[config.mk]
export PLATFORM = sky130hd
export DESIGN_NAME = tap_scan_engine
export DESIGN_NICKNAME = d
export VERILOG_FILES = /design/src/rtl/tap_scan_pkg.sv /design/src/rtl/tap_fsm.sv /design/src/rtl/tap_scan_engine.sv
export SDC_FILE = /design/constraint.sdc
export NUM_CORES = 1
export LEC_CHECK = 0
export ABC_CLOCK_PERIOD_IN_PS = 1850
export CAP_MARGIN = 5
export CORE_ASPECT_RATIO = 1.4
export CORE_MARGIN = 2
export CORE_UTILIZATION = 55
export DETAILED_ROUTE_END_ITERATION = 12
export PLACE_DENSITY = 0.91
export SLEW_MARGIN = 0
export SYNTH_ARGS = -nofsm -noshare
export SYNTH_HDL_FRONTEND = slang
export SYNTH_SLANG_ARGS = --single-unit
[constraint.sdc]
create_clock -name clk -period 1.85 [get_ports clk]
set_input_delay 0.37 -clock clk [delete_from_list [all_inputs] [get_ports clk]]
set_output_delay 0.37 -clock clk [all_outputs]
set_load 0.005 [all_outputs]
[src/rtl/tap_scan_pkg.sv]
// Shared definitions for the test-access engine: TAP state encodings
// and the opcode and capture constants derived from the IR width.
package tap_scan_pkg;

  // Encoding matches the IEEE 1149.1 reference state assignment.
  typedef enum logic [3:0] {
    EXIT2_DR         = 4'h0,
    EXIT1_DR         = 4'h1,
    SHIFT_DR         = 4'h2,
    PAUSE_DR         = 4'h3,
    SELECT_IR        = 4'h4,
    UPDATE_DR        = 4'h5,
    CAPTURE_DR       = 4'h6,
    SELECT_DR        = 4'h7,
    EXIT2_IR         = 4'h8,
    EXIT1_IR         = 4'h9,
    SHIFT_IR         = 4'hA,
    PAUSE_IR         = 4'hB,
    RUN_TEST_IDLE    = 4'hC,
    UPDATE_IR        = 4'hD,
    CAPTURE_IR       = 4'hE,
    TEST_LOGIC_RESET = 4'hF
  } tap_state_e;

  localparam logic [1:0] IR_CAPTURE = 2'b01;

  function automatic int unsigned idcode_op(input int unsigned ir_width);
    return (32'd1 << ir_width) - 32'd2;
  endfunction

  function automatic int unsigned bypass_op(input int unsigned ir_width);
    return (32'd1 << ir_width) - 32'd1;
  endfunction

endpackage

[src/rtl/tap_fsm.sv]
// 16-state TAP controller stepped by tms on every TCK rising edge, with
// one-hot decodes telling the datapath what the coming edge does.
module tap_fsm
  import tap_scan_pkg::*;
(
  input  logic       clk,
  input  logic       reset,
  input  logic       tms,
  output tap_state_e state,
  output logic       tlr,
  output logic       capture_ir,
  output logic       shift_ir,
  output logic       update_ir,
  output logic       capture_dr,
  output logic       shift_dr,
  output logic       update_dr
);

  tap_state_e r_state;

  always_ff @(posedge clk) begin
    if (reset) begin
      r_state <= TEST_LOGIC_RESET;
    end else begin
      case (r_state)
        TEST_LOGIC_RESET: r_state <= tms ? TEST_LOGIC_RESET : RUN_TEST_IDLE;
        RUN_TEST_IDLE:    r_state <= tms ? SELECT_DR : RUN_TEST_IDLE;
        SELECT_DR:        r_state <= tms ? SELECT_IR : CAPTURE_DR;
        CAPTURE_DR:       r_state <= tms ? EXIT1_DR : SHIFT_DR;
        SHIFT_DR:         r_state <= tms ? EXIT1_DR : SHIFT_DR;
        EXIT1_DR:         r_state <= tms ? UPDATE_DR : PAUSE_DR;
        PAUSE_DR:         r_state <= tms ? EXIT2_DR : PAUSE_DR;
        EXIT2_DR:         r_state <= tms ? UPDATE_DR : SHIFT_DR;
        UPDATE_DR:        r_state <= tms ? SELECT_DR : RUN_TEST_IDLE;
        SELECT_IR:        r_state <= tms ? TEST_LOGIC_RESET : CAPTURE_IR;
        CAPTURE_IR:       r_state <= tms ? EXIT1_IR : SHIFT_IR;
        SHIFT_IR:         r_state <= tms ? EXIT1_IR : SHIFT_IR;
        EXIT1_IR:         r_state <= tms ? UPDATE_IR : PAUSE_IR;
        PAUSE_IR:         r_state <= tms ? EXIT2_IR : PAUSE_IR;
        EXIT2_IR:         r_state <= tms ? UPDATE_IR : SHIFT_IR;
        UPDATE_IR:        r_state <= tms ? SELECT_DR : RUN_TEST_IDLE;
        default:          r_state <= TEST_LOGIC_RESET;
      endcase
    end
  end

  assign state      = r_state;
  assign tlr        = (r_state == TEST_LOGIC_RESET);
  assign capture_ir = (r_state == CAPTURE_IR);
  assign shift_ir   = (r_state == SHIFT_IR);
  assign update_ir  = (r_state == UPDATE_IR);
  assign capture_dr = (r_state == CAPTURE_DR);
  assign shift_dr   = (r_state == SHIFT_DR);
  assign update_dr  = (r_state == UPDATE_DR);

endmodule

[src/rtl/tap_scan_engine.sv]
// Instruction-selected scan engine: IR with shadow, user chains with
// capture/update shadows, bypass and IDCODE, all clocked directly by TCK.
module tap_scan_engine
  import tap_scan_pkg::*;
#(
  parameter int          IR_WIDTH    = 4,
  parameter int          NUM_CHAINS  = 2,
  parameter int          CHAIN_WIDTH = 8,
  parameter logic [31:0] IDCODE_VAL  = 32'h1000_0001
) (
  input  logic                              clk,
  input  logic                              reset,
  input  logic                              tms,
  input  logic                              tdi,
  output logic                              tdo,
  output logic                              tdo_en,
  input  logic [NUM_CHAINS*CHAIN_WIDTH-1:0] capture_data,
  output logic [NUM_CHAINS*CHAIN_WIDTH-1:0] update_data,
  output logic [NUM_CHAINS-1:0]             update_strobe,
  output logic [IR_WIDTH-1:0]               instruction,
  output logic [3:0]                        tap_state
);

  localparam logic [IR_WIDTH-1:0] IDCODE_OP = IR_WIDTH'(idcode_op(IR_WIDTH));
  localparam logic [IR_WIDTH-1:0] BYPASS_OP = IR_WIDTH'(bypass_op(IR_WIDTH));

  tap_state_e w_state;
  logic w_tlr, w_capture_ir, w_shift_ir, w_update_ir;
  logic w_capture_dr, w_shift_dr, w_update_dr;
  logic [NUM_CHAINS-1:0] w_sel_chain;
  logic [NUM_CHAINS-1:0] w_chain_msb;
  logic w_sel_idcode, w_sel_bypass;

  logic [IR_WIDTH-1:0] r_ir;
  logic [IR_WIDTH-1:0] r_instruction;
  logic [31:0]         r_idcode;
  logic                r_bypass;

  tap_fsm u_fsm (
    .clk        (clk),
    .reset      (reset),
    .tms        (tms),
    .state      (w_state),
    .tlr        (w_tlr),
    .capture_ir (w_capture_ir),
    .shift_ir   (w_shift_ir),
    .update_ir  (w_update_ir),
    .capture_dr (w_capture_dr),
    .shift_dr   (w_shift_dr),
    .update_dr  (w_update_dr)
  );

  // Anything that is neither a chain index nor IDCODE falls back to bypass.
  assign w_sel_idcode = (r_instruction == IDCODE_OP);
  assign w_sel_bypass = (r_instruction == BYPASS_OP) | ~(|w_sel_chain | w_sel_idcode);

  always_ff @(posedge clk) begin
    if (reset) begin
      r_ir          <= '0;
      r_instruction <= IDCODE_OP;
      r_idcode      <= '0;
      r_bypass      <= 1'b0;
    end else begin
      if (w_capture_ir)    r_ir <= IR_WIDTH'(IR_CAPTURE);
      else if (w_shift_ir) r_ir <= {r_ir[IR_WIDTH-2:0], tdi};

      if (w_tlr)            r_instruction <= IDCODE_OP;
      else if (w_update_ir) r_instruction <= r_ir;

      if (w_sel_idcode) begin
        if (w_capture_dr)    r_idcode <= IDCODE_VAL;
        else if (w_shift_dr) r_idcode <= {r_idcode[30:0], tdi};
      end

      if (w_sel_bypass) begin
        if (w_capture_dr)    r_bypass <= 1'b0;
        else if (w_shift_dr) r_bypass <= tdi;
      end
    end
  end

  genvar gi;
  generate
    for (gi = 0; gi < NUM_CHAINS; gi++) begin : g_chain
      logic [CHAIN_WIDTH-1:0] r_shift;
      logic [CHAIN_WIDTH-1:0] r_shadow;
      logic                   r_strobe;

      assign w_sel_chain[gi] = (r_instruction == IR_WIDTH'(gi));

      always_ff @(posedge clk) begin
        if (reset) begin
          r_shift  <= '0;
          r_shadow <= '0;
          r_strobe <= 1'b0;
        end else begin
          r_strobe <= 1'b0;
          if (w_sel_chain[gi]) begin
            if (w_capture_dr)    r_shift <= capture_data[gi*CHAIN_WIDTH +: CHAIN_WIDTH];
            else if (w_shift_dr) r_shift <= (r_shift << 1) | CHAIN_WIDTH'(tdi);
            if (w_update_dr) begin
              r_shadow <= r_shift;
              r_strobe <= 1'b1;
            end
          end
        end
      end

      assign w_chain_msb[gi]                                = r_shift[CHAIN_WIDTH-1];
      assign update_data[gi*CHAIN_WIDTH +: CHAIN_WIDTH]     = r_shadow;
      assign update_strobe[gi]                              = r_strobe;
    end
  endgenerate

  always_comb begin
    tdo = 1'b0;
    if (w_shift_ir) begin
      tdo = r_ir[IR_WIDTH-1];
    end else if (w_shift_dr) begin
      if (w_sel_idcode)      tdo = r_idcode[31];
      else if (w_sel_bypass) tdo = r_bypass;
      else                   tdo = |(w_chain_msb & w_sel_chain);
    end
  end

  assign tdo_en      = w_shift_ir | w_shift_dr;
  assign instruction = r_instruction;
  assign tap_state   = w_state;

endmodule
==> results of run 1 <==
==> cell usage after synthesis (all sizes together) (2+ instances only) <==
cell type / instances / area, um2
nor3b: 3 / 27.5
nand3b: 5 / 37.5
or3b: 2 / 17.5
mux2i: 14 / 140
nor4b: 2 / 32.5
clkbuf: 23 / 88.8
nor3: 8 / 40.0
dfxtp: 79 / 1580
nand2b: 2 / 12.5
a21oi: 72 / 360
a21o: 2 / 15.0
nand3: 19 / 95.1
and4bb: 2 / 25.0
nand2: 9 / 33.8
nor4: 2 / 27.5
nor2: 7 / 58.8
o21bai: 3 / 22.5
nand4b: 31 / 272
a311oi: 3 / 26.3
a211oi: 15 / 128
o21ai: 48 / 240
buf: 25 / 210
or4: 2 / 15.0
==> cell type report <==
type	instances	area share
clock inverter	6	0.0238
timing repair buffer	87	0.192
clock buffer	9	0.0267
multi-input combinational	266	0.393
inverter	1	0.000810
sequential	79	0.343
tap	74	0.0200
==> logic make-up (layout without fill, tap and decap cells) <==
kind of cell | count (synthesis) | in the layout
multiplexers | 15 | 15
buffers and inverters | 49 | 103
flip-flops | 79 | 79
AO/OA/AOI/OAI | 148 | 148
AND/OR/NAND/NOR | 103 | 103
==> path summary, 6_finish.rpt <==
kind	startpoint	cells past startpoint	end	slack, ns
max reg2reg	u_fsm.state[0]	7	g_chain[0].r_shift[1]	0.04
min	reset	2	u_fsm.state[1]	0.37
min reg2reg	g_chain[0].r_shadow[1]	2	g_chain[0].r_shadow[1]	0.48
max	u_fsm.state[2]	6	tdo	-0.06
==> critical path: stages (launching register included) <==
cell and delay (ns):
dfxtp_2 0.35, buf_6 0.14, nor3b_4 0.21, buf_4 0.15, nand3_1 0.10, o21ai_2 0.10, clkbuf_2 0.14
==> what timing repair did <==
item | in CTS | in global routing
endpoints found under the hold margin | 0 | 0
setup endpoints to repair | 5 | 9
pin swaps | 2 | 2
cloned | 2 | 0
resized for setup | 21 | 11
buffers inserted | 3 | 5
==> state kept, by name, summed over array words and instances (netlist names) <==
name,count
g_chain.r_shadow,16
g_chain.r_shift,16
g_chain.r_strobe,2
instruction,4
r_bypass,1
r_idcode,32
r_ir,4
u_fsm.state,4
==> power breakdown <==
part           switching (mW)  total (mW)  internal, mW
Clock                   0.654        1.54         0.886
Sequential             0.0298        1.75          1.72
Combinational           0.379       0.679         0.300
Total                    1.06        3.97          2.91
==> through the flow <==
| stage | util | hold WS, ns |
|---|---|---|
| 2_1_floorplan | - | 0.445 |
| 3_3_place_gp | 0.643 | 0.457 |
| 3_5_place_dp | 0.643 | 0.465 |
| 4_1_cts | 0.702 | 0.338 |
| 5_1_grt | 0.715 | 0.351 |
| 6_report | 0.715 | 0.365 |
==> layer usage <==
| metal | up-vias | GRT usage |
|---|---|---|
| li1 | 1572 | - |
| met1 | 1676 | 0.311 |
| met2 | 191 | 0.498 |
| met3 | 55 | 0.0552 |
| met4 | 0 | 0.160 |
| met5 | - | 0 |
==> metrics.yaml, run 1 <==
outcome:
  outcome: "finished with violations"
  violations: "setup timing"
drt:
  wl_met1_um: 3930
  drt-total-wl_um: 10500
  wl_per_cell_um: 20.1
  ant_nets: 0
  routed-via-count: 3494
  drc_errors: 0
  drt_iter0_drc: 347
  vias_per_cell: 6.69
  top_layer: "met4"
  dr.pass1.iters: 6
  wl_met2_um: 5350
  wl_met3_um: 655
sta:
  fmax_mhz: 525
  setup_tns_ns: -0.129
  finalCriticalPeriod_ns: 1.91
  setup_viol: 3
  rsz0062_at_grt: "true"
  max_slew_margin: 0.689
  hold_viol: 0
  worst_pin_slew_ns: 0.464
  maxSlewViolCount: 0
  setup_ws_ns: -0.0558
  min_period_over_period: 1.03
  skew_ns: 0.0174
layout:
  nets: 464
  diodes: 0
  final_area_mm2: 0.00463
  layout-drive-gt1-share: 0.179
  instances_no_fill: 522
  seqCellArea_mm2: 0.00159
  syn2layout_area_growth_pct: 27.3
  fillCellCount: 416
  layout_commonest_cell: "dfxtp_1"
  multi_input_area_mm2: 0.00182
  final_cell_mix: "74 x dfxtp_1, 72 x a21oi_1, 43 x clkdlybuf4s50_1"
power:
  p_leak_nw: 1.58
  p_per_area_mw_per_mm2: 857
  vdd_drop_max_uv: 541
  power_mw: 3.97
floorplan:
  die_area_mm2: 0.00729
  die_w_um: 72.7
  io_pins: 48
  initial_core_util: 0.561
  core_area_mm2: 0.00648
  rows: 35
  dieHeight_um: 100
critical_path:
  endpoint_kind: "primary output"
  cp.arrival_ns: 1.54
  worstSetupPathType: "reg -> out"
  required_ns: 1.48
  start_kind: "flop"
  crit_fanout: 4
synth:
  synth-edff-count: 0
  synthFlopType: "dfxtp_1"
  syn_area_per_cell_um2: 9.23
  synth_compound_area_frac: 0.229
  synth-async-reset-ratio: 0
  syn-instance-count: 394
  synth_seq_cells: 79
  muxShareOfSynthArea: 0.0416
  synth-simple-area-share: 0.211
  yosysWarnings: 0
  syn_nets: 414
  synth_xor_xnor_area_share: 0
  synth_top_family_by_area: "compound AO/OA/AOI/OAI gates"
  synth_cell_types: 51
  yosysSeqAreaShare: 0.435
  synth_area_mm2: 0.00364
  synthAdderAreaFrac: 0
global_routing:
  gr-usage-all-layers: 0.283
  grt_max_degree: 41
  overflow: 0
  antenna_found_initial: 0
  grt_pass1_vias: 3315
  grt_pass1_wl_um: 16200
clock_network:
  cts_made_buffers: 9
  ctsHoldBuffers: 0
  clock_latency_ns: 0.36
  cts_tree: "built"
  root_buffer: "clkbuf_8"
  cts.sinks: 79
  cts.htree.levels: 3
  clk_pin_slew_worst_paths_ns: 0.07
  ctsLongestPathBuffers: 2
job:
  drv_cap: 0
place:
  gp_congestion: 0.795
  dp.final_hpwl_um: 5450
  dpl_cell_area_mm2: 0.00417
  pre_cts_ws_ns: -0.0710
  port_buffers: 47
  place_inst: 497
hold_path:
  hp-class: "in -> reg"
(Power assumes the default switching activity.)
==> inputs of run 2 (changes only) <==
Settings changed: ABC_CLOCK_PERIOD_IN_PS 1850 to 1600, CELL_PAD_IN_SITES_DETAIL_PLACEMENT from default to 1, CELL_PAD_IN_SITES_GLOBAL_PLACEMENT from default to 1, CORE_UTILIZATION 55 to 38, PLACE_DENSITY 0.91 to 0.87, SLEW_MARGIN 0 to 20.
Clock period 1.85 ns to 1.6 ns, I/O delays scaled along.
==> run 2 against run 1 <==
Net effect:
- the flow still finishes with violations (setup timing)
- clock-buffer cell count is the same
- hold slack lost 0.030 ns
- clock skew shrank 0.0073 ns
- sequential power grew 16%
- register-to-register slack lost 0.35 ns
- combinational power grew 69%
- final cell count grew 14%
==> metrics.yaml, run 2 (synthesis results as in run 1) <==
outcome:
  outcome: "finished with violations"
  violations: "setup timing"
power:
  vdd_drop_max_uv: 967
  p_per_area_mw_per_mm2: 914
  p_leak_nw: 2.02
global_routing:
  grt_max_degree: 42
  grt_pass1_vias: 3854
  grt_pass1_wl_um: 22100
  gr-usage-all-layers: 0.280
  antenna_found_initial: 0
  overflow: 0
critical_path:
  crit_fanout: 17
  rrSetupSlack_ns: -0.31
  r2r-start: "u_fsm.state[3]"
  worstSetupPathType: "reg -> reg"
  critPathLaunch: "u_fsm.state[3]"
  required_ns: 1.80
  start_kind: "flop"
  r2r-end: "g_chain[0].r_shift[6]"
  cp.arrival_ns: 2.11
  endpoint_kind: "flop"
  crit_end: "g_chain[0].r_shift[6]"
  reg2regPathDepth: 6
sta:
  setup_ws_ns: -0.306
  finalCriticalPeriod_ns: 1.91
  max_slew_margin: 0.573
  worst_pin_slew_ns: 0.641
  hold_viol: 0
  setup_viol: 69
  min_period_over_period: 1.19
  rsz0062_at_grt: "true"
  skew_ns: 0.0101
  maxSlewViolCount: 0
  fmax_mhz: 525
  setup_tns_ns: -10.38
layout:
  top_register: "r_idcode"
  layout-drive-gt1-share: 0.444
  fillCellCount: 934
  seqCellArea_mm2: 0.00160
  layout_commonest_cell: "dfxtp_1"
  fin_util: 0.625
  reg_top3: "r_idcode (32), g_chain.r_shadow (16), g_chain.r_shift (16)"
  diodes: 0
  syn2layout_area_growth_pct: 61.5
  nets: 501
  largest_register_ff_count: 32
  final_cell_mix: "71 x dfxtp_1, 48 x a21oi_1, 35 x clkdlybuf4s50_1"
  multi_input_area_mm2: 0.00234
clock_network:
  root_buffer: "clkbuf_16"
  cts.htree.levels: 3
  ctsLongestPathBuffers: 2
  ctsHoldBuffers: 0
  cts_made_buffers: 9
  cts.sinks: 79
  clock_latency_ns: 0.35
  clk_pin_slew_worst_paths_ns: 0.06
  cts_tree: "built"
place:
  dp.final_hpwl_um: 6090
  gp_congestion: 0.743
  port_buffers: 47
drt:
  dr.pass1.iters: 5
  drc_errors: 0
  routed-via-count: 3941
  wl_per_cell_um: 29.9
  vias_per_cell: 6.63
  ant_nets: 0
  drt-total-wl_um: 17800
  drt_iter0_drc: 257
floorplan:
  core_area_mm2: 0.00941
  rows: 42
  initial_core_util: 0.387
  io_pins: 48
  die_w_um: 86.7
  dieHeight_um: 120
  die_area_mm2: 0.0104
job:
  drv_cap: 0
hold_path:
  hp-class: "in -> reg"
[run 2: cell types whose count changed in the layout (fill, tap and decap cells not counted), sizes merged]
cell and change:
buf +32, clkbuf +9, clkdlybuf4s50 -8, dlygate4sd2 +4
clkinv +2, clkinvlp -2, bufinv -1
[run 2: layer usage]
metal  wire, um  track usage  part of all wire
met5          0            0                 0
met4       1050        0.165             0.059
met3        883       0.0564             0.050
met2       9080        0.481              0.51
met1       6770        0.313              0.38
[run 2: worst min path at each step]
stage,cells after the start,slack (ns),endpoint,startpoint
after floorplan,1,0.44,u_fsm.state[0],tms
after global placement,2,0.46,r_idcode[11],r_idcode[11]
after detailed placement,2,0.46,r_ir[3],r_ir[3]
after CTS,2,0.31,u_fsm.state[1],reset
after global routing,2,0.33,u_fsm.state[1],reset
final,2,0.34,u_fsm.state[1],reset
[run 2: timing repair]
| item | 4_1_cts | 5_1_grt |
|---|---|---|
| gates cloned | 7 | 9 |
| endpoints found under the setup margin | 45 | 71 |
| buffers inserted | 20 | 14 |
| gates resized for setup | 126 | 104 |
| pin swaps | 31 | 68 |
[run 2: worst max-delay path, stage by stage (launching register included)]
cell and delay [ns]:
dfxtp_2 0.35, buf_6 0.14, buf_4 0.15, and4bb_1 0.31
buf_12 0.19, mux2i_1 0.47, a211oi_2 0.15
[run 2: per-stage QoR]
stage	instances	setup slack [ns]	power, mW	instance area [um2]	hold WS, ns
after floorplan	394	0.106	2.48	3640	0.438
after global placement	534	-0.391	2.68	4230	0.457
after detailed placement	534	-0.440	2.69	4230	0.464
after CTS	574	-0.221	5.02	5170	0.311
after global routing	594	-0.319	5.49	5870	0.329
final	594	-0.306	5.37	5870	0.335
[run 2: layout make-up]
class / count / share of cell area
inverters: 1 / 0.000639
well taps: 110 / 0.0234
clock inverters: 5 / 0.0128
clock buffers: 9 / 0.0383
flip-flops and latches: 79 / 0.273
repair buffers: 124 / 0.254
multi-input cells: 266 / 0.398
[run 2: where the power goes]
part           switching (mW)  leakage [nW]  internal [mW]  total, mW
Combinational           0.675          1.23          0.471       1.15
Clock                   0.849         0.151           1.34       2.19
Sequential             0.0372         0.637           2.00       2.03
Total                    1.56          2.02           3.81       5.37
